## config.mk

```make
export PLATFORM = sky130hd
export DESIGN_NAME = io_bus_arbiter_flat
export DESIGN_NICKNAME = d
export VERILOG_FILES = /design/src/rtl/io_bus_arbiter.sv /design/src/flat_wrapper.sv
export SDC_FILE = /design/constraint.sdc
export NUM_CORES = 1
export LEC_CHECK = 0
export ABC_AREA = 1
export CAP_MARGIN = 20
export CORE_MARGIN = 4
export CORE_UTILIZATION = 25
export DETAILED_ROUTE_END_ITERATION = 6
export REMOVE_ABC_BUFFERS = 1
export SYNTH_ARGS = -nofsm -noshare
export SYNTH_HDL_FRONTEND = slang
export SYNTH_SLANG_ARGS = --single-unit
```

## constraint.sdc

```tcl
create_clock -name clk -period 2.4 [get_ports clk]
set_clock_uncertainty 0.05 [all_clocks]
set_input_delay 0.36 -clock clk [delete_from_list [all_inputs] [get_ports clk]]
set_output_delay 0.36 -clock clk [all_outputs]
set_load 0.02 [all_outputs]
```

## src/rtl/io_bus_arbiter.sv

```systemverilog
// Arbitrates NUM_REQUESTERS cores onto one non-cached I/O bus, one transaction per 3 cycles.
// Define IO_ARB_ROUND_ROBIN_EN for a round-robin pointer; fixed lowest-index priority otherwise.
`ifndef NUM_CORES
`define NUM_CORES 4
`endif

package io_bus_arbiter_pkg;
    typedef logic [3:0] core_id_t;
    typedef logic [1:0] thread_idx_t;

    typedef struct packed {
        logic        store;
        thread_idx_t thread_idx;
        logic [31:0] address;
        logic [31:0] value;
    } ioreq_packet_t;

    typedef struct packed {
        core_id_t    core;
        thread_idx_t thread_idx;
        logic [31:0] read_value;
    } iorsp_packet_t;
endpackage

interface io_bus_interface;
    logic        write_en;
    logic        read_en;
    logic [31:0] address;
    logic [31:0] write_data;
    logic [31:0] read_data;

    modport master(output write_en, read_en, address, write_data, input read_data);
    modport slave(input write_en, read_en, address, write_data, output read_data);
endinterface

module io_bus_arbiter
    import io_bus_arbiter_pkg::*;
#(
    parameter int NUM_REQUESTERS = `NUM_CORES
) (
    input  logic                      clk,
    input  logic                      reset_n,
    input  logic [NUM_REQUESTERS-1:0] ioreq_valid,
    input  ioreq_packet_t             ioreq [NUM_REQUESTERS],
    output logic [NUM_REQUESTERS-1:0] ioreq_ack,
    output logic                      iorsp_valid,
    output iorsp_packet_t             iorsp,
    io_bus_interface.master           io_bus
);
    localparam int IDX_W = (NUM_REQUESTERS > 1) ? $clog2(NUM_REQUESTERS) : 1;

    typedef enum logic [1:0] {IDLE, ISSUE, RESPOND} state_t;

    state_t            state;
    logic [IDX_W-1:0]  grant_idx;
    logic              req_store;
    thread_idx_t       req_thread;
    logic [IDX_W-1:0]  sel_idx;
    logic              sel_found;

`ifdef IO_ARB_ROUND_ROBIN_EN
    logic [IDX_W-1:0]  rr_ptr;
    logic [IDX_W-1:0]  cand_idx;
    int                cand;

    // First valid index at or after the pointer, wrapping past the top.
    always_comb begin
        sel_idx   = '0;
        sel_found = 1'b0;
        cand      = 0;
        cand_idx  = '0;
        for (int k = 0; k < NUM_REQUESTERS; k++) begin
            cand = int'(rr_ptr) + k;
            if (cand >= NUM_REQUESTERS) cand = cand - NUM_REQUESTERS;
            cand_idx = IDX_W'(cand);
            if (!sel_found && ioreq_valid[cand_idx]) begin
                sel_found = 1'b1;
                sel_idx   = cand_idx;
            end
        end
    end
`else
    always_comb begin
        sel_idx   = '0;
        sel_found = |ioreq_valid;
        for (int k = NUM_REQUESTERS - 1; k >= 0; k--) begin
            if (ioreq_valid[k]) sel_idx = IDX_W'(k);
        end
    end
`endif

    always_ff @(posedge clk or negedge reset_n) begin
        if (!reset_n) begin
            state             <= IDLE;
            grant_idx         <= '0;
            req_store         <= 1'b0;
            req_thread        <= '0;
            ioreq_ack         <= '0;
            iorsp_valid       <= 1'b0;
            iorsp             <= '0;
            io_bus.write_en   <= 1'b0;
            io_bus.read_en    <= 1'b0;
            io_bus.address    <= '0;
            io_bus.write_data <= '0;
`ifdef IO_ARB_ROUND_ROBIN_EN
            rr_ptr            <= '0;
`endif
        end else begin
            ioreq_ack         <= '0;
            iorsp_valid       <= 1'b0;
            io_bus.write_en   <= 1'b0;
            io_bus.read_en    <= 1'b0;
            io_bus.address    <= '0;
            io_bus.write_data <= '0;
            case (state)
                IDLE: begin
                    if (sel_found) begin
                        grant_idx         <= sel_idx;
                        req_store         <= ioreq[sel_idx].store;
                        req_thread        <= ioreq[sel_idx].thread_idx;
                        ioreq_ack         <= NUM_REQUESTERS'(1) << sel_idx;
                        io_bus.write_en   <= ioreq[sel_idx].store;
                        io_bus.read_en    <= !ioreq[sel_idx].store;
                        io_bus.address    <= ioreq[sel_idx].address;
                        // Loads leave write_data at zero; only stores carry a payload.
                        io_bus.write_data <= ioreq[sel_idx].store ? ioreq[sel_idx].value : 32'h0;
`ifdef IO_ARB_ROUND_ROBIN_EN
                        rr_ptr            <= (sel_idx == IDX_W'(NUM_REQUESTERS - 1)) ? '0 : sel_idx + 1'b1;
`endif
                        state             <= ISSUE;
                    end
                end
                ISSUE: state <= RESPOND;
                RESPOND: begin
                    iorsp_valid      <= 1'b1;
                    iorsp.core       <= core_id_t'(grant_idx);
                    iorsp.thread_idx <= req_thread;
                    iorsp.read_value <= req_store ? 32'h0 : io_bus.read_data;
                    state            <= IDLE;
                end
                default: state <= IDLE;
            endcase
        end
    end
endmodule

```

## src/flat_wrapper.sv

```systemverilog
// flat-port wrapper written by rule: the top's interface ports become plain ports
module io_bus_arbiter_flat import io_bus_arbiter_pkg::*;
#(
    parameter int NUM_REQUESTERS = `NUM_CORES
)
  (clk, reset_n, ioreq_valid, ioreq, ioreq_ack, iorsp_valid, iorsp, io_bus_write_en, io_bus_read_en, io_bus_address, io_bus_write_data, io_bus_read_data);
  io_bus_interface io_bus_i ();
  input  logic clk;
  input  logic reset_n;
  input  logic [NUM_REQUESTERS-1:0] ioreq_valid;
  input  ioreq_packet_t ioreq[NUM_REQUESTERS];
  output logic [NUM_REQUESTERS-1:0] ioreq_ack;
  output logic iorsp_valid;
  output iorsp_packet_t iorsp;
  output wire logic [$bits(io_bus_i.write_en)-1:0] io_bus_write_en;
  output wire logic [$bits(io_bus_i.read_en)-1:0] io_bus_read_en;
  output wire logic [$bits(io_bus_i.address)-1:0] io_bus_address;
  output wire logic [$bits(io_bus_i.write_data)-1:0] io_bus_write_data;
  input wire logic [$bits(io_bus_i.read_data)-1:0] io_bus_read_data;
  assign io_bus_write_en = io_bus_i.write_en;
  assign io_bus_read_en = io_bus_i.read_en;
  assign io_bus_address = io_bus_i.address;
  assign io_bus_write_data = io_bus_i.write_data;
  assign io_bus_i.read_data = io_bus_read_data;
  io_bus_arbiter #(.NUM_REQUESTERS(NUM_REQUESTERS)) u_core (.clk(clk), .reset_n(reset_n), .ioreq_valid(ioreq_valid), .ioreq(ioreq), .ioreq_ack(ioreq_ack), .iorsp_valid(iorsp_valid), .iorsp(iorsp), .io_bus(io_bus_i));
endmodule
```

* Word level (Yosys, flattened, before mapping)
Cells that the tools add are included.
** Word-level totals
- Flip-flop bits (word level) :: 114
- Input port bits :: 306
- Output and inout port bits :: 109
- Logic and storage cells :: 45
** Operators by class
- Magnitude comparators :: 1
- Equality and inequality tests :: 3
- Shift-type cells :: 1
- Muxes and demuxes :: 22
- Bitwise logic cells :: 1
- Reduce and logical (&&, ||, !) cells :: 4
** Operators by type and width (number)
- $mux 32 :: 6
- $bmux 67 s2 :: 1
- $mux 67 :: 2
- $mux 2 :: 5
- $mux 4 :: 2
- $mux 1 :: 5
- $pmux 2 s2 :: 1
- $reduce_or 4->1 :: 1
- $shl 1x2->4 const A :: 1
- $ge 3x3->1 const B :: 1
- $not 2->3 :: 1
- $eq 2x1->1 const B :: 1
- $eq 2x2->1 const B :: 1
- $logic_not 2->1 :: 1
- $ne 2x1->1 const B :: 1
- $reduce_and 2->1 :: 1
- $logic_not 1->1 :: 1

* Logic depth before layout (Yosys ltp)
- Depth after elaboration :: 11
- Gate-level depth with buffers :: 11
- Mapped depth without buffers :: 9

* Least setup slack after synthesis
No wires, ideal clock.
- Kind :: input-to-reg
- Start :: input port ioreq_valid[2]
- End :: register u_core.io_bus.address[21]
- Library setup time :: 0.123 ns
- Arrival :: 1.246 ns
- Data required time :: 2.227 ns
- Setup slack :: 0.981 ns
- Cell stages on the path :: 8
- Path buffers :: 1
- Cells stage by stage :: inv_1 > nand2_2 > nand2_2 > nand2_2 > buf_2 > or2_2 > o211ai_1 > nand2_1
** Between the ends
- Longest elaborated chain between the ends :: 9
- Elaborated cells on any way between the ends :: 10
- Classes of those cells :: mux: 8; bitwise: 1; reduce/logical: 1
** RTL lines
- start: declaration :: line flat_wrapper.sv:10 : input logic [NUM_REQUESTERS-1:0] ioreq_valid;
- $mux 2 (3 in series) :: line io_bus_arbiter.sv:87 : if (ioreq_valid[k]) sel_idx = IDX_W'(k);
- $not 2->3 (not written as such) :: line io_bus_arbiter.sv:124 : io_bus.address <= ioreq[sel_idx].address;
- $bmux 67 s2 :: line io_bus_arbiter.sv:124
- $mux 67 (2 in series)
- $mux 32 * :: line io_bus_arbiter.sv:117 : if (sel_found) begin
- $mux 32 * :: line io_bus_arbiter.sv:115 : case (state)
- end: declaration :: line io_bus_arbiter.sv:32 : modport master(output write_en, read_en, address, write_data, input read_data);
Mark *: on every way between the ends. The rest lies on a longest branch, timed or not. The select of a mux whose other input is x is not followed.
A chain may end at the register's enable or synchronous reset.

* Worst setup path after layout
- Start :: input port ioreq_valid[3]
- End :: register u_core.req_thread[1]
** Between the ends
- Longest elaborated chain between the ends :: 8
- Elaborated cells on any way between the ends :: 10
- Classes of those cells :: mux: 7; bitwise: 1; reduce/logical: 2
** RTL lines
- $mux 2 (4 in series) :: line io_bus_arbiter.sv:87
- $not 2->3 (not written as such) :: line io_bus_arbiter.sv:120 : req_thread <= ioreq[sel_idx].thread_idx;
- $bmux 67 s2 :: line io_bus_arbiter.sv:120
- $mux 67 (2 in series)
- end signal: assignment :: line io_bus_arbiter.sv:120
- end: declaration :: line io_bus_arbiter.sv:57 : thread_idx_t req_thread;
Parallel ways exist; a longest one is shown, timed or not. The select of a mux whose other input is x is not followed.

==> flow_metrics.py <==
metrics = {
    "flow_run": {
        "max-cap-violations": 0,
    },
    "setup_path": {
        "cpMostUsedCell": "nand2_1",
        "worst_setup_path_end_kind": "register",
        "crit_type": "input pin to register",
        "start_kind": "input pin",
        "cp_data_arrival_time_ns": 2.10,
        "path_cells": "clkdlybuf4s50_1 > nand2_2 > nand2_2 > buf_4 > nand3_1 > nand3_1 > nand2_1 > nand2_1 > nand2_1",
        "cpMaxStageDelayCell": "clkdlybuf4s50_1",
        "crit_fanout": 36,
        "worstPathRequired_ns": 2.64,
        "cpPeakStageDelay_ns": 0.57,
    },
    "clock_network": {
        "clk_latency_ns": 0.40,
        "h-tree-depth": 4,
        "cts_buffers": 17,
        "cts_sinks": 114,
        "cts_tree": "done",
        "clkTransAtPathRegs_ns": 0.06,
        "cts_resized": 0,
        "ctsLongestPathBuffers": 2,
        "cts_root_buf": "clkbuf_16",
        "cts_hold_buf": 1,
        "postCtsSetupBuffers": 0,
    },
    "sta": {
        "fin_crit_sh": 0.776,
        "hold_violations": 0,
        "grt_setup_unrepaired": "no",
        "clock.fmax_mhz": 537,
        "slew_violations": 0,
        "finalCriticalPeriod_ns": 1.86,
        "slew_headroom": 0.530,
        "setup_viol": 0,
        "worst_slew_pin_slew_ns": 0.705,
    },
    "route": {
        "antenna_left": 0,
        "first_pass_iters": 5,
        "routed_wl_mm": 27.4,
        "route.detailed.drc": 0,
        "wl_per_cell_um": 15.8,
        "vias": 7557,
        "first_iter_violations": 287,
        "routed_via_density": 4.37,
    },
    "place": {
        "portBuffers": 412,
        "place.gp.congestion": 0.815,
        "dp_cells": 1697,
        "place_hpwl_mm": 20.5,
    },
    "pwr": {
        "report.power.total_mw": 9.53,
        "peakVddDrop_uv": 411,
        "powerDensity_mw_per_mm2": 801,
        "p_leak_nw": 5.98,
    },
    "global_routing": {
        "grt_pass1_vias": 7464,
        "track_usage": 0.177,
        "grt_max_degree": 79,
        "grt_overflow": 0,
        "grt_pass1_wl_mm": 42.2,
        "antenna_found_initial": 2,
    },
    "yosys": {
        "synth-seq-cells": 114,
        "synth-edff-count": 0,
        "synth-async-reset-ratio": 1.00,
        "synthCells": 992,
        "synth_flop_cell": "dfrtp_1",
        "synth.avg_cell_area_um2": 6.83,
        "ys_seq_area_frac": 0.421,
        "synthDistinctLibCells": 26,
        "syn_area_mm2": 0.00677,
        "yosysWarnings": 0,
    },
    "die": {
        "die_area_mm2": 0.0298,
        "num_rows": 59,
        "die_w_um": 173,
        "dieHeight_um": 173,
        "num_io_pins": 415,
        "initial_core_util": 0.257,
        "core_mm2": 0.0264,
    },
    "min_path": {
        "hold_class": "register to register",
    },
    "finish": {
        "fin_nets": 1688,
        "final_layout_size_suffix_gt1_frac": 0.0803,
        "finalCoreUtilization": 0.451,
        "final_cells": 1730,
        "area.growth.synth_to_final_pct": 75.7,
        "insertedDiodeCount": 0,
    },
    "outcome": {
        "status": "finished, final reports clean",
    },
}
sequential cells by signal, summed over array words and instances, names as in the netlist:
| signal | count |
|---|---|
| u_core.req_thread | 2 |
| u_core.iorsp | 36 |
| u_core.state | 2 |
| u_core.io_bus.address | 32 |
| u_core.ioreq_ack | 4 |
| u_core.io_bus.write_data | 32 |
| u_core.iorsp_valid | 1 |
| u_core.io_bus.write_en | 1 |
| u_core.grant_idx | 2 |
| u_core.req_store | 1 |
| u_core.io_bus.read_en | 1 |
cell usage in the layout, fill, tap and decap left out, types with 2 or more instances in the layout:
master / instances
conb_1: 2
a21oi_4: 2
nand3b_1: 7
or2_2: 42
dfrtp_1: 114
inv_8: 2
nand3_1: 202
nand2_1: 215
o21ai_1: 12
o21ai_0: 34
nand2_2: 2
a21oi_1: 8
clkdlybuf4s50_1: 411
o211ai_1: 8
clkinvlp_4: 2
clkinv_4: 2
clkbuf_16: 17
nand2_4: 2
nor2_2: 2
inv_2: 3
inv_1: 199
nor3_1: 2
nand3_2: 2
buf_12: 7
buf_4: 12
nor2_1: 68
inv_6: 7
nor2_4: 2
synth_stat cells, types with 3 or more instances:
master      n  area share
nor2_1     70       0.039
clkbuf_1   19       0.011
nand2_2     3      0.0028
buf_2      34       0.025
inv_1     199        0.11
nand2_1   215        0.12
or2_2      42       0.039
o211ai_1    8      0.0089
dfrtp_1   114        0.42
o21ai_0    34       0.025
nand3_1   202        0.15
buf_1       6      0.0033
inv_2       3      0.0017
o21ai_1    12      0.0089
a21oi_1     9      0.0067
nand3b_1    7      0.0078
critical path: cells and delay by family:
family | cells | cell delay, ns
buf+inv | 2 | 0.94
simple gates | 7 | 0.77
power breakdown:
| part | leakage [nW] | internal [mW] | switching (mW) |
|---|---|---|---|
| Combinational | 4.20 | 1.93 | 2.28 |
| Clock | 0.283 | 1.47 | 1.07 |
| Sequential | 1.50 | 2.53 | 0.233 |
layout make-up:
class                           count  area [um^2]
Timing Repair Buffer              433         4390
Multi-Input combinational cell    613         2880
Tap cell                          335          419
Fill cell                        2697        14500
Inverter                          203          763
Sequential cell                   114         2850
Clock buffer                       17          425
Clock inverter                     15          163
logic make-up after synthesis:
logic type | after synthesis | share of synthesized area
compound gates | 64 | 0.0519
other cells | 1 | 0.000554
flops | 114 | 0.421
simple gates | 547 | 0.369
buf+inv | 266 | 0.157
path summary, 6_finish.rpt:
check	slack, ns	depth (start not counted)	from	to
max	0.54	9	ioreq_valid[3]	u_core.req_thread[1]
min	0.38	1	u_core.state[1]	u_core.state[1]
max reg2reg	0.75	6	u_core.state[1]	u_core.io_bus.address[14]
min reg2reg	0.38	1	u_core.state[1]	u_core.state[1]
max in group asynchronous	1.18	3	reset_n	u_core.io_bus.address[1]
min in group asynchronous	0.42	2	reset_n	u_core.iorsp[15]
layer usage:
layer  vias up  GRT usage  routed length (um)
li1       3797          -                   -
met1      3452      0.201               10900
met2       290      0.320               13800
met3        14     0.0697                2440
met4         4     0.0306                 179
met5         -          0                  27
through the flow:
stage          hold slack, ns  area (um^2)  worst slack, ns  TNS, ns
2_1_floorplan          0.0144         6470           -0.860   -61.32
3_3_place_gp            0.311        11300            0.141        0
3_5_place_dp            0.309        11300            0.106        0
4_1_cts                 0.380        11900            0.535        0
5_1_grt                 0.433        11900            0.402        0
6_report                0.380        11900            0.538        0
(Power assumes the default switching activity.)
